## src/rtl/instr_assembler_if.sv

```systemverilog
// Command stream carrying instruction fields from the program-load source
// into the instruction assembler.
interface instr_assembler_if;
  logic        in_valid;
  logic        in_ready;
  logic [1:0]  in_fmt;
  logic [6:0]  in_opcode;
  logic [2:0]  in_funct3;
  logic [6:0]  in_funct7;
  logic [4:0]  in_rd;
  logic [4:0]  in_rs1;
  logic [4:0]  in_rs2;
  logic [63:0] in_imm;
  logic        in_last;

  modport master (
    output in_valid, in_fmt, in_opcode, in_funct3, in_funct7,
           in_rd, in_rs1, in_rs2, in_imm, in_last,
    input  in_ready
  );

  modport slave (
    input  in_valid, in_fmt, in_opcode, in_funct3, in_funct7,
           in_rd, in_rs1, in_rs2, in_imm, in_last,
    output in_ready
  );
endinterface

```

## src/rtl/instr_assembler.sv

```systemverilog
// Packs R/I/S/B instruction-field commands into 32-bit RV64 words and writes
// them sequentially into instruction memory, rejecting unencodable commands.
module instr_assembler #(
  parameter int ADDR_W    = 10,
  parameter int BASE_ADDR = 0
) (
  input  logic                clk,
  input  logic                rst,
  input  logic                start,
  instr_assembler_if.slave    cmd,
  output logic                imem_we,
  output logic [ADDR_W-1:0]   imem_addr,
  output logic [31:0]         imem_wdata,
  output logic [ADDR_W:0]     count,
  output logic                done,
  output logic                err,
  output logic [2:0]          err_code,
  output logic [ADDR_W-1:0]   err_addr
);

  localparam logic [ADDR_W:0]   DEPTH     = (ADDR_W+1)'((1 << ADDR_W) - BASE_ADDR);
  localparam logic [ADDR_W-1:0] BASE      = ADDR_W'(BASE_ADDR);
  localparam logic [6:0]        OP_STORE  = 7'b0100011;
  localparam logic [6:0]        OP_BRANCH = 7'b1100011;

  localparam logic [1:0] FMT_R = 2'd0;
  localparam logic [1:0] FMT_I = 2'd1;
  localparam logic [1:0] FMT_S = 2'd2;
  localparam logic [1:0] FMT_B = 2'd3;

  localparam logic [2:0] EC_NONE  = 3'd0;
  localparam logic [2:0] EC_RANGE = 3'd1;
  localparam logic [2:0] EC_ALIGN = 3'd2;
  localparam logic [2:0] EC_FMT   = 3'd3;
  localparam logic [2:0] EC_FULL  = 3'd4;

  typedef enum logic [1:0] {
    S_IDLE  = 2'd0,
    S_LOAD  = 2'd1,
    S_DONE  = 2'd2,
    S_ERROR = 2'd3
  } state_t;

  state_t             state_r;
  logic [ADDR_W:0]    count_r;
  logic               we_r;
  logic [ADDR_W-1:0]  addr_r;
  logic [31:0]        wdata_r;
  logic               done_r;
  logic               err_r;
  logic [2:0]         err_code_r;
  logic [ADDR_W-1:0]  err_addr_r;

  logic               accept_s;
  logic               full_s;
  logic [2:0]         code_s;
  logic [31:0]        word_s;
  logic [ADDR_W-1:0]  wr_addr_s;

  // Bit placement of each format; B drops imm[0], which must already be zero.
  function automatic logic [31:0] encode_word(
    input logic [1:0]  fmt,
    input logic [6:0]  opcode,
    input logic [2:0]  funct3,
    input logic [6:0]  funct7,
    input logic [4:0]  rd,
    input logic [4:0]  rs1,
    input logic [4:0]  rs2,
    input logic [63:0] imm
  );
    logic [31:0] w;
    case (fmt)
      FMT_R:   w = {funct7, rs2, rs1, funct3, rd, opcode};
      FMT_I:   w = {imm[11:0], rs1, funct3, rd, opcode};
      FMT_S:   w = {imm[11:5], rs2, rs1, funct3, imm[4:0], opcode};
      FMT_B:   w = {imm[12], imm[10:5], rs2, rs1, funct3, imm[4:1], imm[11], opcode};
      default: w = 32'd0;
    endcase
    return w;
  endfunction

  // Error classification in priority order: full, format/opcode, range, alignment.
  function automatic logic [2:0] check_cmd(
    input logic        full,
    input logic [1:0]  fmt,
    input logic [6:0]  opcode,
    input logic [63:0] imm
  );
    logic       mismatch;
    logic       fits12;
    logic       fits13;
    logic [2:0] code;
    case (fmt)
      FMT_S:   mismatch = (opcode != OP_STORE);
      FMT_B:   mismatch = (opcode != OP_BRANCH);
      default: mismatch = (opcode == OP_STORE) || (opcode == OP_BRANCH);
    endcase
    fits12 = (&imm[63:11]) || !(|imm[63:11]);
    fits13 = (&imm[63:12]) || !(|imm[63:12]);
    if (full) begin
      code = EC_FULL;
    end else if (mismatch) begin
      code = EC_FMT;
    end else begin
      case (fmt)
        FMT_I, FMT_S: code = fits12 ? EC_NONE : EC_RANGE;
        FMT_B:        code = !fits13 ? EC_RANGE : (imm[0] ? EC_ALIGN : EC_NONE);
        default:      code = EC_NONE;
      endcase
    end
    return code;
  endfunction

  assign cmd.in_ready = (state_r == S_LOAD);
  assign accept_s     = cmd.in_valid && (state_r == S_LOAD);
  assign full_s       = (count_r == DEPTH);
  assign wr_addr_s    = BASE + count_r[ADDR_W-1:0];
  assign code_s       = check_cmd(full_s, cmd.in_fmt, cmd.in_opcode, cmd.in_imm);
  assign word_s       = encode_word(cmd.in_fmt, cmd.in_opcode, cmd.in_funct3, cmd.in_funct7,
                                    cmd.in_rd, cmd.in_rs1, cmd.in_rs2, cmd.in_imm);

  // Session FSM with registered write port and status outputs.
  always_ff @(posedge clk or posedge rst) begin
    if (rst) begin
      state_r    <= S_IDLE;
      count_r    <= '0;
      we_r       <= 1'b0;
      addr_r     <= '0;
      wdata_r    <= 32'd0;
      done_r     <= 1'b0;
      err_r      <= 1'b0;
      err_code_r <= EC_NONE;
      err_addr_r <= '0;
    end else begin
      we_r <= 1'b0;
      case (state_r)
        S_LOAD: begin
          if (accept_s) begin
            if (code_s == EC_NONE) begin
              we_r    <= 1'b1;
              addr_r  <= wr_addr_s;
              wdata_r <= word_s;
              count_r <= count_r + 1'b1;
              if (cmd.in_last) begin
                state_r <= S_DONE;
                done_r  <= 1'b1;
              end
            end else begin
              // err_addr wraps like the address bus so a full memory reports modulo 2^ADDR_W
              err_r      <= 1'b1;
              err_code_r <= code_s;
              err_addr_r <= wr_addr_s;
              state_r    <= S_ERROR;
            end
          end
        end
        S_IDLE, S_DONE, S_ERROR: begin
          if (start) begin
            state_r    <= S_LOAD;
            count_r    <= '0;
            done_r     <= 1'b0;
            err_r      <= 1'b0;
            err_code_r <= EC_NONE;
          end
        end
        default: state_r <= S_IDLE;
      endcase
    end
  end

  assign imem_we    = we_r;
  assign imem_addr  = addr_r;
  assign imem_wdata = wdata_r;
  assign count      = count_r;
  assign done       = done_r;
  assign err        = err_r;
  assign err_code   = err_code_r;
  assign err_addr   = err_addr_r;

endmodule

```

## src/flat_wrapper.sv

```systemverilog
// flat-port wrapper written by rule: the top's interface ports become plain ports
module instr_assembler_flat 
#(
  parameter int ADDR_W    = 10,
  parameter int BASE_ADDR = 0
)
  (clk, rst, start, imem_we, imem_addr, imem_wdata, count, done, err, err_code, err_addr, cmd_in_valid, cmd_in_fmt, cmd_in_opcode, cmd_in_funct3, cmd_in_funct7, cmd_in_rd, cmd_in_rs1, cmd_in_rs2, cmd_in_imm, cmd_in_last, cmd_in_ready);
  instr_assembler_if cmd_i ();
  input  logic clk;
  input  logic rst;
  input  logic start;
  output logic imem_we;
  output logic [ADDR_W-1:0] imem_addr;
  output logic [31:0] imem_wdata;
  output logic [ADDR_W:0] count;
  output logic done;
  output logic err;
  output logic [2:0] err_code;
  output logic [ADDR_W-1:0] err_addr;
  input wire logic [$bits(cmd_i.in_valid)-1:0] cmd_in_valid;
  input wire logic [$bits(cmd_i.in_fmt)-1:0] cmd_in_fmt;
  input wire logic [$bits(cmd_i.in_opcode)-1:0] cmd_in_opcode;
  input wire logic [$bits(cmd_i.in_funct3)-1:0] cmd_in_funct3;
  input wire logic [$bits(cmd_i.in_funct7)-1:0] cmd_in_funct7;
  input wire logic [$bits(cmd_i.in_rd)-1:0] cmd_in_rd;
  input wire logic [$bits(cmd_i.in_rs1)-1:0] cmd_in_rs1;
  input wire logic [$bits(cmd_i.in_rs2)-1:0] cmd_in_rs2;
  input wire logic [$bits(cmd_i.in_imm)-1:0] cmd_in_imm;
  input wire logic [$bits(cmd_i.in_last)-1:0] cmd_in_last;
  output wire logic [$bits(cmd_i.in_ready)-1:0] cmd_in_ready;
  assign cmd_i.in_valid = cmd_in_valid;
  assign cmd_i.in_fmt = cmd_in_fmt;
  assign cmd_i.in_opcode = cmd_in_opcode;
  assign cmd_i.in_funct3 = cmd_in_funct3;
  assign cmd_i.in_funct7 = cmd_in_funct7;
  assign cmd_i.in_rd = cmd_in_rd;
  assign cmd_i.in_rs1 = cmd_in_rs1;
  assign cmd_i.in_rs2 = cmd_in_rs2;
  assign cmd_i.in_imm = cmd_in_imm;
  assign cmd_i.in_last = cmd_in_last;
  assign cmd_in_ready = cmd_i.in_ready;
  instr_assembler #(.ADDR_W(ADDR_W), .BASE_ADDR(BASE_ADDR)) u_core (.clk(clk), .rst(rst), .start(start), .cmd(cmd_i), .imem_we(imem_we), .imem_addr(imem_addr), .imem_wdata(imem_wdata), .count(count), .done(done), .err(err), .err_code(err_code), .err_addr(err_addr));
endmodule
```

## config.mk

```make
export PLATFORM = sky130hd
export DESIGN_NAME = instr_assembler_flat
export DESIGN_NICKNAME = d
export VERILOG_FILES = /design/src/rtl/instr_assembler_if.sv /design/src/rtl/instr_assembler.sv /design/src/flat_wrapper.sv
export SDC_FILE = /design/constraint.sdc
export NUM_CORES = 1
export LEC_CHECK = 0
export ABC_AREA = 1
export CAP_MARGIN = 30
export CORE_MARGIN = 2
export CORE_UTILIZATION = 42
export DETAILED_ROUTE_END_ITERATION = 6
export PLACE_DENSITY = 0.85
export SETUP_SLACK_MARGIN = 0.4
export SYNTH_ARGS = -nofsm -noshare
export SYNTH_HDL_FRONTEND = slang
export SYNTH_SLANG_ARGS = --single-unit
```

## constraint.sdc

```tcl
create_clock -name clk -period 2.6 [get_ports clk]
set_clock_uncertainty 0.05 [all_clocks]
set_input_delay 0.39 -clock clk [delete_from_list [all_inputs] [get_ports clk]]
set_output_delay 0.39 -clock clk [all_outputs]
set_load 0.01 [all_outputs]
```

==> results.md, run 1 <==
- Seq pwr share: 0.370
- Final design utilization: 0.750
- CTS sink count: 71
- Fin crit share: 0.867
- DP HPWL: 9670 um
- Synth top area share: 0.464
- CTS clk-pin slew, worst paths: 0.08 ns
- First-pass GRT wire length: 18700 um
- Max cap viols: 0
- Period minus WS final: 2.25 ns
- Largest area contributor in the netlist: dfrtp_1
- Total power draw: 4.55 mW
- Slew Viols, Final: 0
- Vias in the first global route: 4014
- Area of the die: 9890 um^2
- Synth Instances: 506
- Die X: 99.4 um
- ANT cells: 0
- Commonest cells post-synth: 166 x nand2_1, 72 x nor2_1, 71 x dfrtp_1, 41 x o21ai_0, 37 x inv_1
- # DRC: 0
- Layout cells sized above 1: 0.136
- Critical-path maximum fanout: 11
- Later-pin clock latency in the skew report: 0.34 ns
- Port bufs: 172
- Hold_ws: 0.339 ns
- Reg2Reg Setup Slack: 0.42 ns
- Number of synthesized flops with an enable pin: 0
- CP endpoint kind: flip-flop
- CTS tree: done
- Cell Pwr Density: 693 nW/um^2
- FMAX: 444 MHz
- Clock power frac: 0.188
- Switching share of total power: 0.347
- Combinational share of power: 0.442
- Iter 0 DRT Violations: 322
- Switch Pwr: 1.58 mW
- First-pass iteration count of the detailed router: 4
- Crit path arrival time: 2.45 ns
- Post-synth top flop: dfrtp_1
- Pre-CTS setup slack: -0.0550 ns
- Cell Area, Synth: 3830 um^2
- Initial antenna violation count: 0
- P_leak: 3.32 nW
- Synthesized Nets: 616
- Avg Cell Area, Syn: 7.56 um^2
- Pint: 2.98 mW
- Post-route ant nets: 0
- Gpl congestion: 0.894
- Final hold viol count: 0
- Nets: 818
- Via density: 5.43
- Final Worst Setup Slack: 0.346 ns
- Gr usage total: 0.239
- Seq/Total Area, Yosys: 0.464
- TNS Setup: 0 ns
- Area growth from synthesis to layout: 71.9%
- Die height: 99.4 um
- Synth async-reset ratio: 1.00
- H-tree levels: 3
- Total Routed Length: 14100 um
- Status: completed
- Cts bufs inserted: 9
- Peak supply drop: 0.000342 V
- Clk buf depth: 2
- Slew margin rel.: 0.475
- # setup viols final: 0
- Root Driver: clkbuf_8
- Largest net degree at the start of global routing: 72
- Initial Util: 0.437
- RSZ-0062 raised after global routing: no
- Synthesis-stage register bit count: 71
- Worst Tran Pin Value: 0.785 ns
- Congestion Overflow GR: 0
- Vias: 4452
- Number of library cell types mapped by synthesis: 32
- Site row count: 34
- CP startpoint kind: primary input
- Worst EP required: 2.80 ns
- WL/cell: 17.2 um
- Floorplan core area: 8760 um^2
- Synth area leaders: dfrtp_1 46%, nand2_1 16%, nor2_1 7.1%, o21ai_0 5.4%, inv_1 3.6%
- Worst hold path class: in2reg
- WS Path Type: in2reg
- I/O Pins: 173
- Ys Warns: 0
- Count leader, synth: nand2_1
## area by class of cell
class | instances | area, um^2
fill | 614 | 2190
multi-input combinational | 384 | 2010
inverter | 40 | 159
sequential | 71 | 1780
timing repair buffer | 202 | 2310
clock buffer | 9 | 124
clock inverter | 6 | 62.6
tap | 108 | 135
## through the flow
stage / instance area [um^2] / instances
3_5_place_dp: 5760 / 787
2_1_floorplan: 3830 / 506
3_3_place_gp: 5760 / 787
4_1_cts: 5970 / 802
6_report: 6580 / 820
5_1_grt: 6580 / 820
## cells by family after synthesis
family | after synthesis | synth area share
xor+xnor | 9 | 0.0206
compound gates | 77 | 0.117
simple gates | 288 | 0.311
flops | 71 | 0.464
fa+ha+maj | 7 | 0.0229
buf+inv | 54 | 0.0634
## critical path: stages
cell and delay (ns):
clkdlybuf4s50_1 0.47, inv_1 0.09, nor3_2 0.13, nand3_1 0.12, o21ai_2 0.10, nand2_2 0.09
nor2_4 0.21, buf_12 0.14, nand3_4 0.21, buf_6 0.26, o21ai_0 0.22
## registers in the layout, indices dropped and copies added (netlist names)
| register | count |
|---|---|
| u_core.err_addr | 10 |
| u_core.count | 11 |
| u_core.imem_addr | 10 |
| u_core.err | 1 |
| u_core.imem_we | 1 |
| u_core.done | 1 |
| u_core.err_code | 3 |
| u_core.state_r | 2 |
| u_core.imem_wdata | 32 |
## per-layer routing
metal / wire length (um) / vias up / global-route usage
met3: 1340 / 25 / 0.0639
met5: 0 / - / 0
li1: - / 2069 / -
met2: 7190 / 257 / 0.418
met1: 5290 / 2101 / 0.287
met4: 306 / 0 / 0.0759
## what timing repair did
item                       in CTS  in global routing
hold buffers                    0                  0
resized for setup               6                118
pin swaps                       1                 36
buffers inserted                0                  5
setup endpoints to repair      65                 71
gates cloned                    0                 13
## layout by cell type (no fill, tap or decap), types with 3 or more instances in the layout
master / n
clkbuf_8: 9
nand2_1: 161
xor2_1: 8
nand3_1: 15
dlymetal6s2s_1: 58
nor2_2: 18
nor2_1: 53
buf_4: 12
nand2_2: 5
clkinv_2: 3
inv_2: 7
o22ai_1: 8
clkdlybuf4s50_1: 112
a32oi_1: 9
inv_1: 30
a21boi_0: 6
o21ai_1: 15
clkbuf_16: 7
nand3_4: 3
dfrtp_1: 71
o21ai_0: 34
buf_6: 3
nand4_1: 19
ha_1: 6
buf_12: 7
## worst paths after layout
kind	startpoint	end	cells after the start
worst min-delay path	cmd_in_opcode[4]	u_core.imem_wdata[4]$_DFFE_PP0P_	3
worst min register to register	u_core.imem_wdata[2]$_DFFE_PP0P_	u_core.imem_wdata[2]$_DFFE_PP0P_	2
worst max-delay path	cmd_in_opcode[5]	u_core.imem_wdata[21]$_DFFE_PP0P_	11
min in group asynchronous	rst	u_core.state_r[1]$_DFFE_PP0P_	3
worst max register to register	u_core.count[0]$_DFFE_PP0P_	u_core.imem_wdata[21]$_DFFE_PP0P_	9
max in group asynchronous	rst	u_core.imem_wdata[20]$_DFFE_PP0P_	3
## power by group through the flow
stage	clock network, mW	logic, mW	registers, mW
after floorplan	0	0.567	1.84
after CTS	0.865	1.86	1.68
final	0.858	2.01	1.68
after global placement	0	1.79	1.69
after detailed placement	0	1.84	1.70
after global routing	0.914	2.16	1.72
No activity file was read; power rests on OpenSTA's default activity.
==> run 2, diff against run 1 <==
--- a/config.mk
+++ b/config.mk
@@ -8,3 +8,2 @@
 export ABC_AREA = 1
-export CAP_MARGIN = 30
 export CORE_MARGIN = 2
==> constraint.sdc (replaced) <==
create_clock -name clk -period 2.6 [get_ports clk]
set_clock_uncertainty 0.05 [all_clocks]
set_input_delay 0.52 -clock clk [delete_from_list [all_inputs] [get_ports clk]]
set_output_delay 0.52 -clock clk [all_outputs]
set_load 0.01 [all_outputs]
==> results.md, run 2 (synthesized netlist as in run 1, its figures left out) <==
- Gr usage total: 0.267 (was 0.239)
- I/O Pins: 173 (unchanged)
- Vias in the first global route: 4231 (was 4014)
- Critical-path maximum fanout: 6 (was 11)
- Clk buf depth: 2 (unchanged)
- Commonest non-fill, non-tap cell in the layout: nand2_1 (unchanged)
- CTS sink count: 71 (unchanged)
- Sequential Area: 1780 um^2 (unchanged)
- Die height: 99.4 um (unchanged)
- Port bufs: 172 (unchanged)
- CP max stage delay: 0.25 ns (was 0.47 ns)
- WS Path Type: in2reg (unchanged)
- Floorplan core area: 8760 um^2 (unchanged)
- H-tree levels: 3 (unchanged)
- FMAX: 449 MHz (was 444 MHz)
- Layout cells sized above 1: 0.146 (was 0.136)
- Area of the die: 9890 um^2 (unchanged)
- Placed cell area: 5790 um^2 (was 5760 um^2)
- Vias: 4316 (was 4452)
- Design area: 6270 um^2 (was 6580 um^2)
- Slew margin rel.: 0.713 (was 0.475)
- CP startpoint kind: primary input (unchanged)
- Max reg flops: 32 (unchanged)
- Critical-path top delay cell: bufbuf_16 (was clkdlybuf4s50_1)
- Multi-input logic area: 1950 um^2 (was 2010 um^2)
- Crit path arrival time: 2.46 ns (was 2.45 ns)
- P_leak: 2.81 nW (was 3.32 nW)
- ANT cells: 0 (unchanged)
- Gpl congestion: 0.904 (was 0.894)
- RSZ-0062 raised after global routing: no (unchanged)
- Root Driver: clkbuf_8 (unchanged)
- Status: completed (unchanged)
- CP cell instances: clkdlybuf4s15_2, ha_2, xor2_1, nor3_2, nand3_2, o21ai_2, nand2_2, nor2_4, nand3_4, buf_12, inv_8, bufbuf_16, nand2_1, nand2_1 (was clkdlybuf4s50_1, inv_1, nor3_2, nand3_1, o21ai_2, nand2_2, nor2_4, buf_12, nand3_4, buf_6, o21ai_0)
- WL/cell: 16.4 um (was 17.2 um)
- Worst Tran Pin Value: 0.428 ns (was 0.785 ns)
- Largest net degree at the start of global routing: 72 (unchanged)
- Peak supply drop: 0.000362 V (was 0.000342 V)
- TNS Setup: 0 ns (unchanged)
- Fillers: 676 (was 614)
- Die X: 99.4 um (unchanged)
- # DRC: 0 (unchanged)
- DP HPWL: 9700 um (was 9670 um)
- Max cap viols: 0 (unchanged)
- Fin crit share: 0.857 (was 0.867)
- Final hold viol count: 0 (unchanged)
- CTS clk-pin slew, worst paths: 0.08 ns (about the same)
- Period minus WS final: 2.23 ns (was 2.25 ns)
- First-pass iteration count of the detailed router: 5 (was 4)
- Initial Util: 0.437 (unchanged)
- CP most frequent cell: nand2_1
- Worst EP required: 2.84 ns (was 2.80 ns)
- Cell Pwr Density: 725 nW/um^2 (was 693 nW/um^2)
- Total Routed Length: 13400 um (was 14100 um)
- Initial antenna violation count: 0 (unchanged)
- Later-pin clock latency in the skew report: 0.34 ns (about the same)
- Via density: 5.28 (was 5.43)
- Congestion Overflow GR: 0 (unchanged)
- Cts bufs inserted: 9 (unchanged)
- Nets: 815 (was 818)
- Iter 0 DRT Violations: 248 (was 322)
- Site row count: 34 (unchanged)
- First-pass GRT wire length: 20700 um (was 18700 um)
- Most frequent cells in the layout: 161 x nand2_1, 112 x clkdlybuf4s50_1, 71 x dfrtp_1 (unchanged)
- Area growth from synthesis to layout: 63.9% (was 71.9%)
- # setup viols final: 0 (unchanged)
- CTS tree: done (unchanged)
- Worst hold path class: reg2reg (was in2reg)
- Post-route ant nets: 0 (unchanged)
- Slew Viols, Final: 0 (unchanged)
- CP endpoint kind: flip-flop (unchanged)
## run 2: layer usage
layer | vias to the layer above | global-route usage | routed length (um)
met5 | - | 0 | 0
met4 | 0 | 0.0854 | 297
met3 | 27 | 0.0696 | 1340
met2 | 247 | 0.491 | 6900
met1 | 1979 | 0.302 | 4900
li1 | 2063 | - | -
## run 2: through the flow
stage	std cells	setup slack, ns	hold slack, ns	power, mW	utilization
floorplan	506	0.479	0.392	2.40	-
global placement	792	-0.0861	0.407	3.48	0.661
detailed placement	792	-0.169	0.415	3.54	0.661
CTS	816	0.401	0.435	4.50	0.710
global route	818	0.315	0.462	4.79	0.715
finish	818	0.371	0.435	4.54	0.715
## run 2: layout make-up
cell class / instances / area share
Clock inverter: 6 / 0.0112
Sequential cell: 71 / 0.283
Inverter: 40 / 0.0257
Tap cell: 108 / 0.0216
Multi-Input combinational cell: 381 / 0.311
Timing Repair Buffer: 202 / 0.327
Clock buffer: 10 / 0.0204
## run 2: timing repair
item                       CTS  global route
gates cloned                 4             0
resized for setup          108            32
setup endpoints to repair   70            68
setup buffers                4             2
pin swaps                   23            28
hold buffers                 0             0
## run 2: worst paths after layout
path | slack, ns | depth (start not counted) | from | endpoint
min reg2reg | 0.43 | 2 | u_core.err_code[1]$_DFFE_PP0P_ | u_core.err_code[1]$_DFFE_PP0P_
min in group asynchronous | 0.56 | 3 | rst | u_core.err_code[1]$_DFFE_PP0P_
min | 0.43 | 2 | u_core.err_code[1]$_DFFE_PP0P_ | u_core.err_code[1]$_DFFE_PP0P_
max in group asynchronous | 1.63 | 3 | rst | u_core.imem_wdata[23]$_DFFE_PP0P_
max reg2reg | 0.52 | 10 | u_core.count[6]$_DFFE_PP0P_ | u_core.imem_wdata[18]$_DFFE_PP0P_
max | 0.37 | 14 | cmd_in_fmt[1] | u_core.imem_wdata[6]$_DFFE_PP0P_
## run 2: critical path, delay by kind of cell
family / cells / cell delay (ns)
and+or+nand+nor: 7 / 0.73
buffers and inverters: 4 / 0.69
adders and majority gates: 1 / 0.21
xor gates and xnor gates: 1 / 0.20
AOI/OAI and AO/OA: 1 / 0.11
## run 2: power by group
part,total [mW],internal [mW],switching (mW)
registers,1.69,1.47,0.229
clock network,0.894,0.448,0.445
logic,1.95,1.05,0.901
==> run 3, diff against run 2 <==
- CORE_MARGIN: 2 -> 4
==> results.md, run 3 (synthesized netlist as in run 1, its figures left out) <==
- Sequential Area: 1780 um^2 (unchanged)
- Reg2Reg Depth: 11 (was 10)
- CTS sink count: 71 (unchanged)
- Cell Pwr Density: 739 nW/um^2 (was 725 nW/um^2)
- Fillers: 682 (was 676)
- Site row count: 34 (unchanged)
- WL/cell: 17.0 um (was 16.4 um)
- R2r startpoint: u_core.count[1]$_DFFE_PP0P_ (was u_core.count[6]$_DFFE_PP0P_)
- Largest net degree at the start of global routing: 29 (was 72)
- Crit path arrival time: 1.50 ns (was 2.46 ns)
- Worst Tran Pin Value: 0.540 ns (was 0.428 ns)
- Fin crit share: 0.795 (was 0.857)
- Worst EP required: 2.03 ns (was 2.84 ns)
- Worst hold stages: 2 (unchanged)
- Iter 0 DRT Violations: 225 (was 248)
- Slew Viols, Final: 0 (unchanged)
- CP endpoint kind: primary output (was flip-flop)
- Commonest non-fill, non-tap cell in the layout: nand2_1 (unchanged)
- Multi-input logic area: 1930 um^2 (was 1950 um^2)
- Critical-path top delay cell: clkdlybuf4s50_1 (was bufbuf_16)
- CTS clk-pin slew, worst paths: 0.08 ns (about the same)
- Via density: 5.37 (was 5.28)
- Die height: 103 um (was 99.4 um)
- Vias in the first global route: 4522 (was 4231)
- Worst hold path class: reg2reg (unchanged)
- Total Routed Length: 13900 um (was 13400 um)
- Final hold viol count: 0 (unchanged)
- DP HPWL: 10600 um (was 9700 um)
- Hold Path End: u_core.imem_wdata[5]$_DFFE_PP0P_ (was u_core.err_code[1]$_DFFE_PP0P_)
- CP max stage delay: 0.61 ns (was 0.25 ns)
- Slew margin rel.: 0.639 (was 0.713)
- Die X: 103 um (was 99.4 um)
- Critical-path maximum fanout: 7 (was 6)
- Clk buf depth: 2 (unchanged)
- First-pass GRT wire length: 21500 um (was 20700 um)
- Max cap viols: 0 (unchanged)
- # setup viols final: 0 (unchanged)
- Nets: 817 (was 815)
- ANT cells: 0 (unchanged)
- Max reg flops: 32 (unchanged)
- Period minus WS final: 2.07 ns (was 2.23 ns)
- CTS tree: done (unchanged)
- First-pass iteration count of the detailed router: 5 (unchanged)
- CP top delay family: buffers and inverters (was simple AND/OR/NAND/NOR gates)
- Status: completed (unchanged)
- Placed cell area: 5830 um^2 (was 5790 um^2)
- Later-pin clock latency in the skew report: 0.35 ns (was 0.34 ns)
- Peak supply drop: 0.000303 V (was 0.000362 V)
- Root Driver: clkbuf_8 (unchanged)
- FMAX: 484 MHz (was 449 MHz)
- WS Path Type: reg2out (was in2reg)
- Final design utilization: 0.713 (was 0.715)
- Total power draw: 4.64 mW (was 4.54 mW)
- CP cell instances: clkdlybuf4s50_1 (was clkdlybuf4s15_2, ha_2, xor2_1, nor3_2, nand3_2, o21ai_2, nand2_2, nor2_4, nand3_4, buf_12, inv_8, bufbuf_16, nand2_1, nand2_1)
- Congestion Overflow GR: 0 (unchanged)
- P_leak: 2.88 nW (was 2.81 nW)
- RSZ-0062 raised after global routing: no (unchanged)
- CP Buf/Inv Count: 1 (was 4)
- Reg2Reg Setup Slack: 0.55 ns (was 0.52 ns)
- Area of the die: 10700 um^2 (was 9890 um^2)
- Initial antenna violation count: 0 (unchanged)
- Gr usage total: 0.261 (was 0.267)
- Vias: 4400 (was 4316)
- Area growth from synthesis to layout: 64.1% (was 63.9%)
- I/O Pins: 173 (unchanged)
- R2R Path End: u_core.count[5]$_DFFE_PP0P_ (was u_core.imem_wdata[18]$_DFFE_PP0P_)
- Post-route ant nets: 0 (unchanged)
- Floorplan core area: 8810 um^2 (was 8760 um^2)
- Cts bufs inserted: 9 (unchanged)
- Gpl congestion: 0.925 (was 0.904)
- Port bufs: 172 (unchanged)
- # DRC: 0 (unchanged)
- Most frequent cells in the layout: 162 x nand2_1, 111 x clkdlybuf4s50_1, 71 x dfrtp_1 (was 161 x nand2_1, 112 x clkdlybuf4s50_1, 71 x dfrtp_1)
- Design area: 6280 um^2 (was 6270 um^2)
- Hold path startpoint: u_core.imem_wdata[5]$_DFFE_PP0P_ (was u_core.err_code[1]$_DFFE_PP0P_)
- Initial Util: 0.434 (was 0.437)
- H-tree levels: 3 (unchanged)
- CP startpoint kind: flip-flop (was primary input)
- Layout cells sized above 1: 0.146 (about the same)
## run 3: cell types whose count changed in the layout (fill, tap and decap cells not counted), sizes merged
cell           previous run  this run
buf                      28        33
bufbuf                    2         1
bufinv                    1         2
clkbuf                   14        13
clkdlybuf4s15            12         4
clkdlybuf4s50           112       111
clkinv                    2         1
clkinvlp                  4         3
dlygate4sd2              43        44
dlymetal6s2s              1         8
inv                      39        40
## run 3: worst max path at each step
| stage | startpoint | end | slack, ns | cells after the start |
|---|---|---|---|---|
| final | u_core.count[2]$_DFFE_PP0P_ | count[2] | 0.53 | 1 |
| after global routing | cmd_in_imm[14] | u_core.imem_addr[0]$_DFFE_PP0P_ | 0.41 | 16 |
| after global placement | cmd_in_fmt[0] | u_core.err_addr[9]$_DFFE_PP0P_ | -0.11 | 12 |
| after detailed placement | cmd_in_fmt[0] | u_core.err_addr[4]$_DFFE_PP0P_ | -0.22 | 13 |
| after CTS | cmd_in_imm[42] | u_core.imem_wdata[14]$_DFFE_PP0P_ | 0.40 | 17 |
| after floorplan | cmd_in_fmt[0] | u_core.imem_wdata[12]$_DFFE_PP0P_ | 0.48 | 12 |
## run 3: cell type report
cell class                      instances  share of cell area
Clock inverter                          6              0.0147
Sequential cell                        71               0.283
Tap cell                              108              0.0215
Timing Repair Buffer                  204               0.327
Clock buffer                           10              0.0203
Inverter                               40              0.0257
Multi-Input combinational cell        381               0.308
## run 3: repair_timing
action	4_1_cts	5_1_grt
hold buffers	0	0
setup buffers	6	1
gates cloned	3	0
setup endpoints to repair	71	70
pin swaps	24	31
endpoints found under the hold margin	0	0
gates resized for setup	100	31
## run 3: metrics by stage
step	hold slack (ns)	cells	setup WS, ns	TNS [ns]
3_5_place_dp	0.416	794	-0.218	-11.21
4_1_cts	0.441	819	0.402	0
6_report	0.439	820	0.534	0
5_1_grt	0.468	820	0.412	0
3_3_place_gp	0.410	794	-0.108	-4.83
2_1_floorplan	0.392	506	0.479	0
## run 3: where the power goes
part	leakage [nW]	switching [mW]	internal, mW
logic	1.85	0.902	1.06
clock network	0.104	0.439	0.547
registers	0.931	0.233	1.47
## run 3: layer usage
layer  share of wire  global-route usage  up-vias
met2            0.50               0.461      270
met3           0.088              0.0550       46
met5               0                   0        -
met4           0.034               0.119        0
met1            0.38               0.301     2016
li1                -                   -     2068
